### config.mk
export PLATFORM = sky130hd
export DESIGN_NAME = isolde_exec_dispatch
export DESIGN_NICKNAME = d
export VERILOG_FILES = /design/src/rtl/isolde_exec_dispatch.sv
export SDC_FILE = /design/constraint.sdc
export NUM_CORES = 1
export LEC_CHECK = 0
export ABC_AREA = 1
export BUFFER_PORTS_ARGS = -buffer_cell sky130_fd_sc_hd__buf_4
export CAP_MARGIN = 20
export CORE_ASPECT_RATIO = 1.75
export CORE_MARGIN = 1.5
export CORE_UTILIZATION = 40
export CTS_CLUSTER_SIZE = 12
export DETAILED_ROUTE_END_ITERATION = 8
export PLACE_DENSITY = 0.74
export SETUP_SLACK_MARGIN = 0.2
export SKIP_CTS_REPAIR_TIMING = 1
export SLEW_MARGIN = 20
export SYNTH_ARGS = -nofsm -noshare
export SYNTH_HDL_FRONTEND = slang
export SYNTH_SLANG_ARGS = --single-unit
### constraint.sdc
create_clock -name clk_i -period 9.65 [get_ports clk_i]
set_input_delay 2.895 -clock clk_i [delete_from_list [all_inputs] [get_ports clk_i]]
set_output_delay 2.895 -clock clk_i [all_outputs]
set_load 0.02 [all_outputs]
### src/rtl/isolde_exec_dispatch.sv
// ---------------------------------------------------------------------------
// isolde_exec_dispatch
//
// Buffers decoded ISOLDE custom instructions between the decoder and the
// execute unit. Complete, legal instructions go into a small circular FIFO.
// The head entry is presented to the execute unit through a valid/ready
// handshake. Illegal instructions are rejected with a one-cycle pulse.
// Saturating counters record issued and illegal instructions.
//
// Ports
//   clk_i, rst_ni         clock, asynchronous active-low reset
//   flush_i               synchronous clear of the buffer from execute control
//   dec_*_i               decoder request: enable/illegal/ready, opcode,
//                         func3, funct2, raw instr, immediates + per-slot valid
//   stall_o               back-pressure to the decoder (full or flushing)
//   issue_valid_o/ready_i handshake toward the execute unit
//   issue_*_o             head entry contents (all-zero when empty)
//   illegal_o             one-cycle pulse per rejected illegal instruction
//   issued_cnt_o          saturating count of issued (popped) instructions
//   illegal_cnt_o         saturating count of rejected instructions
// ---------------------------------------------------------------------------
module isolde_exec_dispatch #(
    parameter int IMM32_OPS = 4,
    parameter int DEPTH     = 2,
    parameter int OPC_W     = 8
) (
    input  logic                           clk_i,
    input  logic                           rst_ni,
    input  logic                           flush_i,
    input  logic                           dec_enable_i,
    input  logic                           dec_illegal_i,
    input  logic                           dec_ready_i,
    input  logic [OPC_W-1:0]               dec_opcode_i,
    input  logic [2:0]                     dec_func3_i,
    input  logic [1:0]                     dec_funct2_i,
    input  logic [31:0]                    dec_instr_i,
    input  logic [IMM32_OPS*32-1:0]        dec_imm32_i,
    input  logic [IMM32_OPS-1:0]           dec_imm32_valid_i,
    output logic                           stall_o,
    output logic                           issue_valid_o,
    input  logic                           issue_ready_i,
    output logic [OPC_W-1:0]               issue_opcode_o,
    output logic [2:0]                     issue_func3_o,
    output logic [1:0]                     issue_funct2_o,
    output logic [31:0]                    issue_instr_o,
    output logic [IMM32_OPS*32-1:0]        issue_imm32_o,
    output logic [$clog2(IMM32_OPS+1)-1:0] issue_nimm_o,
    output logic                           illegal_o,
    output logic [15:0]                    issued_cnt_o,
    output logic [15:0]                    illegal_cnt_o
);

    localparam int PTR_W  = $clog2(DEPTH);
    localparam int CNT_W  = $clog2(DEPTH + 1);
    localparam int NIMM_W = $clog2(IMM32_OPS + 1);
    localparam int IMM_W  = IMM32_OPS * 32;

    // Number of immediate slots flagged valid.
    function automatic logic [NIMM_W-1:0] f_popcount(input logic [IMM32_OPS-1:0] v);
        logic [NIMM_W-1:0] n;
        n = '0;
        for (int k = 0; k < IMM32_OPS; k++) begin
            n = n + NIMM_W'(v[k]);
        end
        return n;
    endfunction

    // Saturating 16-bit increment.
    function automatic logic [15:0] f_sat_inc(input logic [15:0] v);
        return (v == 16'hFFFF) ? v : v + 16'd1;
    endfunction

    // Buffer storage. It holds data only and has no reset: occupancy gates
    // everything that reaches the outputs.
    logic [OPC_W-1:0]  r_opc   [DEPTH];
    logic [2:0]        r_f3    [DEPTH];
    logic [1:0]        r_f2    [DEPTH];
    logic [31:0]       r_instr [DEPTH];
    logic [IMM_W-1:0]  r_imm   [DEPTH];
    logic [NIMM_W-1:0] r_nimm  [DEPTH];

    logic [PTR_W-1:0]  r_wptr;
    logic [PTR_W-1:0]  r_rptr;
    logic [CNT_W-1:0]  r_count;
    logic              r_illegal;
    logic [15:0]       r_issued_cnt;
    logic [15:0]       r_illegal_cnt;

    logic              w_full;
    logic              w_valid;
    logic              w_push;
    logic              w_pop;
    logic              w_illegal;
    logic [IMM_W-1:0]  w_imm_masked;

    // Slots without a valid bit are stored as zero.
    for (genvar k = 0; k < IMM32_OPS; k++) begin : g_imm_mask
        assign w_imm_masked[32*k +: 32] = dec_imm32_valid_i[k] ? dec_imm32_i[32*k +: 32] : 32'h0;
    end

    assign w_full    = (r_count == CNT_W'(DEPTH));
    assign w_valid   = (r_count != '0);
    assign stall_o   = w_full | flush_i;
    // A full buffer raises stall_o, so push is never attempted on full.
    assign w_push    = dec_enable_i & dec_ready_i & ~dec_illegal_i & ~stall_o & ~flush_i;
    assign w_pop     = w_valid & issue_ready_i & ~flush_i;
    // Illegal rejection ignores dec_ready_i and stall_o.
    assign w_illegal = dec_enable_i & dec_illegal_i & ~flush_i;

    assign issue_valid_o  = w_valid;
    assign issue_opcode_o = w_valid ? r_opc[r_rptr]   : '0;
    assign issue_func3_o  = w_valid ? r_f3[r_rptr]    : '0;
    assign issue_funct2_o = w_valid ? r_f2[r_rptr]    : '0;
    assign issue_instr_o  = w_valid ? r_instr[r_rptr] : '0;
    assign issue_imm32_o  = w_valid ? r_imm[r_rptr]   : '0;
    assign issue_nimm_o   = w_valid ? r_nimm[r_rptr]  : '0;
    assign illegal_o      = r_illegal;
    assign issued_cnt_o   = r_issued_cnt;
    assign illegal_cnt_o  = r_illegal_cnt;

    // Entry write.
    always_ff @(posedge clk_i) begin
        if (w_push) begin
            r_opc[r_wptr]   <= dec_opcode_i;
            r_f3[r_wptr]    <= dec_func3_i;
            r_f2[r_wptr]    <= dec_funct2_i;
            r_instr[r_wptr] <= dec_instr_i;
            r_imm[r_wptr]   <= w_imm_masked;
            r_nimm[r_wptr]  <= f_popcount(dec_imm32_valid_i);
        end
    end

    // Pointers and occupancy. DEPTH is a power of two, so the pointers
    // wrap naturally at their width.
    always_ff @(posedge clk_i or negedge rst_ni) begin
        if (!rst_ni) begin
            r_wptr  <= '0;
            r_rptr  <= '0;
            r_count <= '0;
        end else if (flush_i) begin
            r_wptr  <= '0;
            r_rptr  <= '0;
            r_count <= '0;
        end else begin
            if (w_push) r_wptr <= r_wptr + PTR_W'(1);
            if (w_pop)  r_rptr <= r_rptr + PTR_W'(1);
            case ({w_push, w_pop})
                2'b10:   r_count <= r_count + CNT_W'(1);
                2'b01:   r_count <= r_count - CNT_W'(1);
                default: r_count <= r_count;
            endcase
        end
    end

    // Illegal pulse and event counters. flush_i already masks push, pop
    // and the illegal pulse, and the counters keep their values across it.
    always_ff @(posedge clk_i or negedge rst_ni) begin
        if (!rst_ni) begin
            r_illegal     <= 1'b0;
            r_issued_cnt  <= '0;
            r_illegal_cnt <= '0;
        end else begin
            r_illegal <= w_illegal;
            if (w_pop)     r_issued_cnt  <= f_sat_inc(r_issued_cnt);
            if (w_illegal) r_illegal_cnt <= f_sat_inc(r_illegal_cnt);
        end
    end

endmodule

==> metrics.md, run 1 <==
| Metric | Value |
|---|---|
| Delay of the slowest cell on the worst path | 0.16 ns |
| Sequential share of the synthesized area | 0.7038 |
| Syn Nets | 1722 |
| Die width | 155.8 um |
| Post-synth top area share | 0.6471 |
| Simple-gate share of the synthesized area | 0.1645 |
| Multiplexer share of the synthesized area | 0 |
| TritonCTS clock tree | built |
| Syn Std Cell Area | 16330 um2 |
| Final Critical Period | 6.301 ns |
| Pin count of the biggest net entering global routing | 99 |
| Crit start category | input pin |
| Max clock buf depth | 3 |
| Core footprint | 40170 um2 |
| Final period util | 0.6530 |
| CP max-delay cell | buf_4 |
| DR pass1 iterations | 5 |
| Synth Area in Compound Gates | 0.05791 |
| Initial antenna violation count | 2 |
| Largest family of logic cells by synthesized area | simple AND/OR/NAND/NOR gates |
| Syn Area/Cell | 10.66 um2 |
| CP dominant cell by count | buf_4 |
| Seq cells post-synth | 389 |
| Pleak | 9.205 nW |
| Crit Path Max Fanout | 5 |
| GRT Overall Usage | 0.1928 |
| 1st-iter DRT viols | 858 |
| Synth-to-layout area growth | 27.54% |
| Post-Synth XOR/XNOR Area | 0.01126 |
| HPWL Detailed | 27240 um |
| Outcome | finished, final reports clean |
| Routability cong. | 0.8441 |
| Die area | 42100 um2 |
| Required time worst endpoint | 6.76 ns |
| Ratio of cells with drive above 1 in the final layout | 0.2411 |
| Nets | 2090 |
| Per-cell routed wire length | 16.98 um |
| Root buffer cell | clkbuf_16 |
| WP data arrival | 3.41 ns |
| Yosys cell types | 28 |
| Hold WC Path Type | reg2reg |
| R2R setup slack | 6.51 ns |
| DR vias | 11930 |
| Clock transition at the registers of the reported paths | 0.06 ns |
| Residual DRC | 0 |
| CP endpoint kind | output port |
| Final Hold Vio Count | 0 |
| WHS Endpoint | issued_cnt_o[15]$_DFFE_PN0P_ |
| I/O pins | 395 |
| Worst path cell trace | buf_4 -> inv_1 -> nand2_1 -> buf_4 |
| Clock skew | 0.01814 ns |
| Worst hold stages | 2 |
| Worst reg2reg startpoint | r_count[0]$_DFFE_PN0P_ |
| Max-slew violation count | 0 |
| Row count | 97 |
| Reg2reg end | r_imm[1][72]$_DFFE_PP_ |
| CTS buffer count | 39 |
| Adder-Cell Fraction of Synth Area | 0.004290 |
| PortBufs | 394 |
| Fillers | 3444 |
| Syn Inst Count | 1533 |
| Setup TNS | 0 ns |
| Total wire length | 41880 um |
| Total grt overflow | 0 |
| Vias/cell | 4.836 |
| Slew @ Worst Pin | 1.151 ns |
| Hold_ws | 0.5400 ns |
| CTS HTree Levels | 2 |
| Total power per unit cell area | 171.6 nW/um2 |
| Initial core utilization | 0.4066 |
| Critical path class | in2out |
| Synth top area cells | edfxtp_1 65%, nand2_1 14%, dfrtp_1 5.7% |
| Clock sink count | 389 |
| Worst slew margin | 0.2329 |
| Maxcap violations | 0 |
| Synth area leader | edfxtp_1 |
| Die height | 270.3 um |
| VDD IR max | 0.1510 mV |
| Unrepaired setup endpoints after global routing | no |
| Max Clk Rate | 158.7 MHz |
| Hold Startpoint | issued_cnt_o[15]$_DFFE_PN0P_ |
| Worst-Skew Late Latency | 0.53 ns |
| Ys Warns | 0 |
| Worst Reg-to-Reg Cells | 5 |
| Routed Antenna Nets | 0 |
| First-pass GRT wire length | 63340 um |
| Number of global-route vias before repair | 11880 |
| Setup violations, final | 0 |
-- layer usage --
metal | vias to the layer above | global-route usage | share of wire
met5 | - | 0 | 0
met4 | 0 | 0.08446 | 0.041
met3 | 91 | 0.04413 | 0.063
met2 | 427 | 0.3609 | 0.54
met1 | 5683 | 0.2024 | 0.36
li1 | 5725 | - | -
-- logic make-up (layout without fill, tap and decap cells) --
| logic type | Yosys count | in the layout |
|---|---|---|
| flip-flops | 389 | 389 |
| AND/OR/NAND/NOR | 694 | 694 |
| AO/OA/AOI/OAI | 187 | 187 |
| adder cells (fa/ha/maj) | 5 | 5 |
| other | 0 | 2 |
| buffers and inverters | 237 | 624 |
| XOR/XNOR | 21 | 21 |
-- layout make-up --
type | count | area [um2] | area share
Antenna cell | 2 | 5.005 | 0.0002402
Tap cell | 544 | 680.7 | 0.03267
Inverter | 160 | 605.6 | 0.02907
Clock buffer | 53 | 1050 | 0.05039
Multi-Input combinational cell | 907 | 3910 | 0.1877
Clock inverter | 7 | 48.80 | 0.002342
Sequential cell | 389 | 11500 | 0.5520
Timing Repair Buffer | 404 | 3033 | 0.1456
-- metrics by stage --
stage | std cells | utilization | total power [mW] | setup WS (ns) | instance area [um2]
final | 2466 | 0.5186 | 3.576 | 3.349 | 20830
after CTS | 2464 | 0.5185 | 3.610 | 3.349 | 20830
after floorplan | 1533 | - | 2.093 | 1.388 | 16340
after detailed placement | 2404 | 0.4911 | 2.258 | 3.350 | 19730
after global routing | 2466 | 0.5186 | 3.698 | 3.273 | 20830
after global placement | 2404 | 0.4911 | 2.248 | 3.350 | 19730
-- power by group --
part           internal, mW  switching (mW)  leakage [nW]
registers              1.87          0.0238          3.72
logic                 0.131           0.198          4.96
clock network         0.757           0.596         0.528
total                  2.76           0.818          9.20
-- synth_stat cells (all sizes together) --
cell type,instances
dfrtp,37
nand3,22
buf,35
nand4,6
ha,4
xor2,6
nand3b,1
inv,160
nand2,626
nor2,37
o21bai,1
edfxtp,352
a21oi,179
xnor2,15
o21ai,7
fa,1
clkbuf,42
nor3,2
-- worst max-delay path, delay by kind of cell --
kind	cells	cell delay (ns)
simple gates	1	0.09
buf+inv	3	0.41
-- flip-flops by register name (all words and copies together) (netlist names) --
register       cells
r_imm            256
r_instr           64
illegal_cnt_o     16
issued_cnt_o      16
r_opc             16
r_f3               6
r_nimm             6
r_f2               4
r_count            2
illegal_o          1
r_rptr             1
r_wptr             1
-- worst max-delay path by stage --
stage / start / to / slack (ns) / cells after the start
after global placement: flush_i / stall_o / 3.35 / 4
after global routing: r_rptr$_DFFE_PN0P_ / issue_imm32_o[40] / 3.27 / 5
after CTS: flush_i / stall_o / 3.35 / 4
after detailed placement: flush_i / stall_o / 3.35 / 4
after floorplan: flush_i / r_f2[0][0]$_DFFE_PP_ / 1.39 / 3
final: flush_i / stall_o / 3.35 / 4
-- placed cells by master, fill, tap and decap left out, types with 2 or more instances in the layout --
cell	Yosys	routed
a21oi_1	178	178
buf_4	0	404
clkbuf_1	42	13
clkbuf_16	0	40
clkinv_1	0	3
dfrtp_1	37	36
diode_2	0	2
edfxtp_1	352	352
ha_1	4	4
inv_1	158	158
inv_6	0	2
nand2_1	622	622
nand2_2	3	3
nand3_1	21	21
nand4_1	6	6
nor2_1	36	33
nor2_4	0	3
o21ai_0	6	6
xnor2_1	15	15
xor2_1	6	6
No activity file was read; power rests on OpenSTA's default activity.
==> run 2, diff against run 1 <==
Clock period 9.65 ns to 6.06 ns, I/O delays scaled along.
==> run 2 against run 1 <==
Against the previous run:
- final cell count is 0.24% higher
- clock skew is 0.0018 ns higher
- non-clock buffer count stayed put
- total power is 64% higher
- count of clock-buffer cells in the layout is 1 higher
- largest power group unchanged
- die area stayed put
==> metrics.md, run 2 (synthesis gave the netlist of run 1 again) <==
| Metric | Value |
|---|---|
| Outcome | finished, final reports clean (unchanged) |
| Layout Cells excl Fill | 2472 (was 2466) |
| Unrepaired setup endpoints after global routing | no (unchanged) |
| Core footprint | 40170 um2 (unchanged) |
| Total power per unit cell area | 278.5 nW/um2 (was 171.6 nW/um2) |
| Pleak | 9.293 nW (was 9.205 nW) |
| DR pass1 iterations | 5 (unchanged) |
| Die width | 155.8 um (unchanged) |
| Fillers | 3445 (was 3444) |
| Worst reg2reg startpoint | r_count[0]$_DFFE_PN0P_ (unchanged) |
| TritonCTS clock tree | built (unchanged) |
| Pin count of the biggest net entering global routing | 177 (was 99) |
| VDD IR max | 0.3055 mV (was 0.1510 mV) |
| Routability cong. | 0.8162 (was 0.8441) |
| Die height | 270.3 um (unchanged) |
| Initial antenna violation count | 4 (was 2) |
| Synth-to-layout area growth | 28.78% (was 27.54%) |
| Clock transition at the registers of the reported paths | 0.06 ns (about the same) |
| First-pass GRT wire length | 63400 um (was 63340 um) |
| Biggest regs | r_imm x256, r_instr x64 (unchanged) |
| I/O pins | 395 (unchanged) |
| HPWL Detailed | 27160 um (was 27240 um) |
| R2R setup slack | 3.55 ns (was 6.51 ns) |
| Initial core utilization | 0.4066 (unchanged) |
| Hold_ws | 0.5553 ns (was 0.5400 ns) |
| Number of global-route vias before repair | 12000 (was 11880) |
| DR vias | 11940 (was 11930) |
| Slew @ Worst Pin | 0.9012 ns (was 1.151 ns) |
| CTS buffer count | 40 (was 39) |
| Nets | 2091 (was 2090) |
| Critical path class | reg2out (was in2out) |
| CP endpoint kind | output port (unchanged) |
| GRT Overall Usage | 0.1934 (was 0.1928) |
| Routed Antenna Nets | 0 (unchanged) |
| Hold Startpoint | issued_cnt_o[15]$_DFFE_PN0P_ (unchanged) |
| Clock sink count | 389 (unchanged) |
| Post-DP Area | 19820 um2 (was 19730 um2) |
| Total wire length | 41940 um (was 41880 um) |
| Residual DRC | 0 (unchanged) |
| Place WS | 1.930 ns (was 3.350 ns) |
| WP data arrival | 2.63 ns (was 3.41 ns) |
| Required time worst endpoint | 4.24 ns (was 6.76 ns) |
| Max Clk Rate | 224.8 MHz |
| Placed Instances | 2404 (unchanged) |
| Setup violations, final | 0 (unchanged) |
| Max clock buf depth | 3 (unchanged) |
| Root buffer cell | clkbuf_16 (unchanged) |
| Final Critical Period | 4.448 ns |
| Crit start category | register (was input pin) |
| Crit Path Max Fanout | 95 (was 5) |
| Max-slew violation count | 0 (unchanged) |
| Final period util | 0.7340 |
| Worst slew margin | 0.3978 (was 0.2329) |
| Maxcap violations | 0 (unchanged) |
| Largest reg by FF count | r_imm (unchanged) |
| Post-route cell area | 21040 um2 (was 20830 um2) |
| Per-cell routed wire length | 16.96 um (was 16.98 um) |
| Number of flip-flops in the largest register | 256 (unchanged) |
| Row count | 97 (unchanged) |
| Ratio of cells with drive above 1 in the final layout | 0.2432 (was 0.2411) |
| Worst Reg-to-Reg Cells | 5 (unchanged) |
| Vias/cell | 4.828 (was 4.836) |
| Reg2reg end | r_imm[0][22]$_DFFE_PP_ (was r_imm[1][72]$_DFFE_PP_) |
| Die area | 42100 um2 (unchanged) |
| Clock skew | 0.01992 ns (was 0.01814 ns) |
| Most common cell after layout, fill and taps aside | nand2_1 (unchanged) |
| Hold WC Path Type | reg2reg (unchanged) |
| PortBufs | 394 (unchanged) |
| Setup ws final | 1.612 ns (was 3.349 ns) |
| Worst hold stages | 2 (unchanged) |
| Worst-Skew Late Latency | 0.53 ns (about the same) |
| WHS Endpoint | issued_cnt_o[15]$_DFFE_PN0P_ (unchanged) |
| 1st-iter DRT viols | 733 (was 858) |
| Most frequent cells in the layout | 622 x nand2_1, 397 x buf_4, 352 x edfxtp_1 (was 622 x nand2_1, 404 x buf_4, 352 x edfxtp_1) |
| Final Hold Vio Count | 0 (unchanged) |
| CTS HTree Levels | 2 (unchanged) |
| Total grt overflow | 0 (unchanged) |
## run 2: final cells by class
class | count | area [um2] | area share
multi-input cells | 907 | 3910 | 0.1859
well taps | 544 | 680.7 | 0.03236
clock buffers | 54 | 1106 | 0.05258
inverters | 160 | 605.6 | 0.02879
flip-flops and latches | 389 | 11500 | 0.5467
repair buffers | 404 | 3120 | 0.1483
diodes | 4 | 10.01 | 0.0004759
clock inverters | 10 | 102.6 | 0.004877
## run 2: how the worst max path moves through the flow
stage | from | end | cells past startpoint
2_1_floorplan | flush_i | r_f2[0][0]$_DFFE_PP_ | 3
3_3_place_gp | flush_i | stall_o | 4
3_5_place_dp | flush_i | stall_o | 4
4_1_cts | r_rptr$_DFFE_PN0P_ | issue_imm32_o[119] | 5
5_1_grt | r_rptr$_DFFE_PN0P_ | issue_imm32_o[119] | 5
6_report | r_rptr$_DFFE_PN0P_ | issue_imm32_o[119] | 5
## run 2: where the power goes
| group | internal, mW | switching, mW |
|---|---|---|
| sequential | 2.98 | 0.0357 |
| combinational | 0.211 | 0.318 |
| clock | 1.36 | 0.962 |
| total | 4.54 | 1.32 |
## run 2: routing by layer
| metal | share of wire | global-route usage | vias up |
|---|---|---|---|
| li1 | - | - | 5733 |
| met4 | 0.054 | 0.1095 | 0 |
| met3 | 0.062 | 0.04156 | 107 |
| met2 | 0.53 | 0.3534 | 430 |
| met1 | 0.35 | 0.2021 | 5665 |
| met5 | 0 | 0 | - |
## run 2: through the flow
stage | TNS, ns | power, mW | utilization
final | 0 | 5.859 | 0.5236
after global routing | 0 | 6.073 | 0.5236
after CTS | 0 | 5.925 | 0.5234
after detailed placement | 0 | 3.598 | 0.4933
after global placement | 0 | 3.581 | 0.4933
after floorplan | -394.69 | 3.333 | -
## run 2: worst max-delay path: stages (launching register included)
cell and delay, ns:
dfrtp_4 0.51, inv_6 0.51, buf_12 0.42, nand2_1 0.09, a21oi_1 0.34, buf_4 0.22
==> run 3, diff against run 2 <==
Settings changed: ABC_AREA 1 to 0, PLACE_DENSITY 0.74 to 0.76.
Clock period 6.06 ns to 3.8 ns, I/O delays scaled along.
==> run 3 against run 2 <==
Against the previous run:
- clock skew decreased by 0.0055 ns
- register-to-register slack worse by 2.0 ns
- die area is 2.1% lower
- core utilization increased by 0.48 points
- critical path depth fell by 1
- count of clock-buffer cells in the layout grew 1
- synthesized cell count decreased by 31%
- routed wire length shrank 9.4%
- critical path type unchanged
==> metrics.md, run 3 <==
| Metric | Value |
|---|---|
| Final period util | 0.8998 |
| Vias/cell | 5.048 (was 4.828) |
| Multiplexer share of the synthesized area | 0.1137 (was 0) |
| Final Critical Period | 3.419 ns |
| Adder-Cell Fraction of Synth Area | 0.004383 (was 0.004290) |
| Clock skew | 0.01443 ns (was 0.01992 ns) |
| Synth top area cells | edfxtp_1 66%, mux2i_1 11%, dfrtp_1 5.8% (was edfxtp_1 65%, nand2_1 14%, dfrtp_1 5.7%) |
| Synth area leader | edfxtp_1 (unchanged) |
| R2R setup slack | 1.55 ns (was 3.55 ns) |
| Worst Reg-to-Reg Cells | 4 (was 5) |
| Post-Synth XOR/XNOR Area | 0.01424 (was 0.01126) |
| WHS Endpoint | illegal_cnt_o[10]$_DFFE_PN0P_ (was issued_cnt_o[15]$_DFFE_PN0P_) |
| WP depth | 4 (was 5) |
| Per-cell routed wire length | 19.34 um (was 16.96 um) |
| Pin count of the biggest net entering global routing | 117 (was 177) |
| Post-synth EDFFs | 352 (unchanged) |
| Synth-to-layout area growth | 29.84% (was 28.78%) |
| Root buffer cell | clkbuf_16 (unchanged) |
| Nets | 1640 (was 2091) |
| Sequential share of the synthesized area | 0.7191 (was 0.7038) |
| CTS buffer count | 40 (unchanged) |
| Crit Path Max Fanout | 50 (was 95) |
| Largest reg by FF count | r_imm (unchanged) |
| Number of global-route vias before repair | 10420 (was 12000) |
| Setup TNS | 0 ns (unchanged) |
| Row count | 96 (was 97) |
| Max clock buf depth | 3 (unchanged) |
| Number of flip-flops in the largest register | 256 (unchanged) |
| Worst hold stages | 1 (was 2) |
| Residual DRC | 0 (unchanged) |
| CTS HTree Levels | 2 (unchanged) |
| Routed Antenna Nets | 0 (unchanged) |
| Max Clk Rate | 292.5 MHz |
| Most frequent cell after synthesis | edfxtp_1 (was nand2_1) |
| Seq. cell area | 11500 um2 (unchanged) |
| Setup violations, final | 0 (unchanged) |
| First-pass GRT wire length | 56500 um (was 63400 um) |
| Fillers | 3238 (was 3445) |
| Clock transition at the registers of the reported paths | 0.06 ns (about the same) |
| Syn Std Cell Area | 15990 um2 (was 16330 um2) |
| Most common cell after layout, fill and taps aside | buf_4 (was nand2_1) |
| Largest family of logic cells by synthesized area | simple AND/OR/NAND/NOR gates (unchanged) |
| Required time worst endpoint | 2.66 ns (was 4.24 ns) |
| Biggest regs | r_imm x256, r_instr x64 (unchanged) |
| GRT Overall Usage | 0.1790 (was 0.1934) |
| WP data arrival | 2.28 ns (was 2.63 ns) |
| Pleak | 7.769 nW (was 9.293 nW) |
| Commonest cells post-synth | 352 x edfxtp_1, 181 x nor2_1, 176 x mux2i_1, 129 x and2_1, 37 x dfrtp_1 (was 622 x nand2_1, 352 x edfxtp_1, 178 x a21oi_1, 158 x inv_1, 42 x clkbuf_1) |
| Maxcap violations | 0 (unchanged) |
| Seq cells post-synth | 389 (unchanged) |
| Worst slew margin | 0.5308 (was 0.3978) |
| Place WS | 0.8686 ns (was 1.930 ns) |
| Initial core utilization | 0.4070 (was 0.4066) |
| Clock sink count | 389 (unchanged) |
| Core footprint | 39280 um2 (was 40170 um2) |
| Unrepaired setup endpoints after global routing | no (unchanged) |
| Die area | 41220 um2 (was 42100 um2) |
| DR pass1 iterations | 5 (unchanged) |
| Worst-Skew Late Latency | 0.53 ns (about the same) |
| Syn Inst Count | 1056 (was 1533) |
| Hold WC Path Type | reg2reg (unchanged) |
| Max-slew violation count | 0 (unchanged) |
| Die width | 154.1 um (was 155.8 um) |
| Worst path cell trace | buf_12 -> mux2i_1 -> nor2_1 -> buf_4 (was inv_6 -> buf_12 -> nand2_1 -> a21oi_1 -> buf_4) |
| TritonCTS clock tree | built (unchanged) |
| Simple-gate share of the synthesized area | 0.1209 (was 0.1645) |
| Syn Area/Cell | 15.14 um2 (was 10.66 um2) |
| CP endpoint kind | output port (unchanged) |
| Initial antenna violation count | 2 (was 4) |
| Most frequent cells in the layout | 397 x buf_4, 352 x edfxtp_1, 180 x nor2_1 (was 622 x nand2_1, 397 x buf_4, 352 x edfxtp_1) |
| Yosys cell types | 48 (was 28) |
| Total power per unit cell area | 457.5 nW/um2 (was 278.5 nW/um2) |
| Routability cong. | 0.8178 (was 0.8162) |
| Crit path buf inv count | 2 (was 3) |
| Outcome | finished, final reports clean (unchanged) |
| Asr flop ratio synth | 0.09512 (unchanged) |
| Area of the multi-input gates | 4245 um2 (was 3910 um2) |
| Delay of the slowest cell on the worst path | 0.77 ns (was 0.51 ns) |
| HPWL Detailed | 26000 um (was 27160 um) |
| CP max-delay cell | dfrtp_4 (unchanged) |
| Kind of cell adding the most delay to the critical path | flip-flops (was buffers and inverters) |
| Final Hold Vio Count | 0 (unchanged) |
| PortBufs | 394 (unchanged) |
| DR vias | 9915 (was 11940) |
| Ratio of cells with drive above 1 in the final layout | 0.3277 (was 0.2432) |
| Reg2reg end | r_imm[0][72]$_DFFE_PP_ (was r_imm[0][22]$_DFFE_PP_) |
| Critical path class | reg2out (unchanged) |
| Ys Warns | 0 (unchanged) |
| Main flop type after synthesis | edfxtp_1 (unchanged) |
| Setup ws final | 0.3806 ns (was 1.612 ns) |
| Post-synth top area share | 0.6612 (was 0.6471) |
| Total wire length | 37980 um (was 41940 um) |
| VDD IR max | 0.3774 mV (was 0.3055 mV) |
| Hold Startpoint | illegal_cnt_o[10]$_DFFE_PN0P_ (was issued_cnt_o[15]$_DFFE_PN0P_) |
| I/O pins | 395 (unchanged) |
| Die height | 267.5 um (was 270.3 um) |
| Total grt overflow | 0 (unchanged) |
| Slew @ Worst Pin | 0.6974 ns (was 0.9012 ns) |
| Syn Nets | 1245 (was 1722) |
| 1st-iter DRT viols | 472 (was 733) |
| Worst reg2reg startpoint | r_count[0]$_DFFE_PN0P_ (unchanged) |
| Crit start category | register (unchanged) |
| Synth Area in Compound Gates | 0.01064 (was 0.05791) |
==> run 3: area by class of cell <==
cell class / count / share of cell area
flip-flops and latches: 389 / 0.5540
multi-input cells: 606 / 0.2045
repair buffers: 408 / 0.1542
clock buffers: 55 / 0.05238
well taps: 490 / 0.02954
clock inverters: 7 / 0.003858
inverters: 6 / 0.001085
diodes: 3 / 0.0003617
==> run 3: worst max path at each step <==
stage                             startpoint                    to
after floorplan                      flush_i  r_f2[0][0]$_DFFE_PP_
after global placement               flush_i               stall_o
after detailed placement  r_rptr$_DFFE_PN0P_     issue_imm32_o[21]
after CTS                 r_rptr$_DFFE_PN0P_     issue_imm32_o[21]
after global routing      r_rptr$_DFFE_PN0P_      issue_imm32_o[9]
final                     r_rptr$_DFFE_PN0P_     issue_imm32_o[21]
==> run 3: stage by stage <==
stage	utilization	hold slack [ns]	std cells	total power, mW	cell area (um2)
finish	0.5284	0.5287	1964	9.495	20760
global route	0.5284	0.5554	1963	9.840	20750
detailed placement	0.4985	0.5160	1899	6.034	19580
CTS	0.5283	0.5251	1961	9.624	20750
floorplan	-	0.5614	1056	5.492	16020
global placement	0.4985	0.4897	1899	6.003	19580
==> run 3: report_power, final <==
group / total [mW] / switching [mW] / internal [mW]
sequential: 4.85 / 0.0867 / 4.76
clock: 3.56 / 1.51 / 2.06
combinational: 1.08 / 0.597 / 0.488
total: 9.50 / 2.19 / 7.31
==> run 3: metal layers <==
layer,vias up,track usage,part of all wire
met5,-,0,0
met4,0,0.1055,0.058
met3,106,0.03803,0.055
met2,342,0.3318,0.54
met1,4860,0.1844,0.35
li1,4607,-,-
==> run 3: cell families after synthesis <==
| group | after synthesis |
|---|---|
| simple gates | 374 |
| buf+inv | 61 |
| compound gates | 20 |
| flops | 389 |
| xor+xnor | 26 |
| mux | 181 |
| fa+ha+maj | 5 |
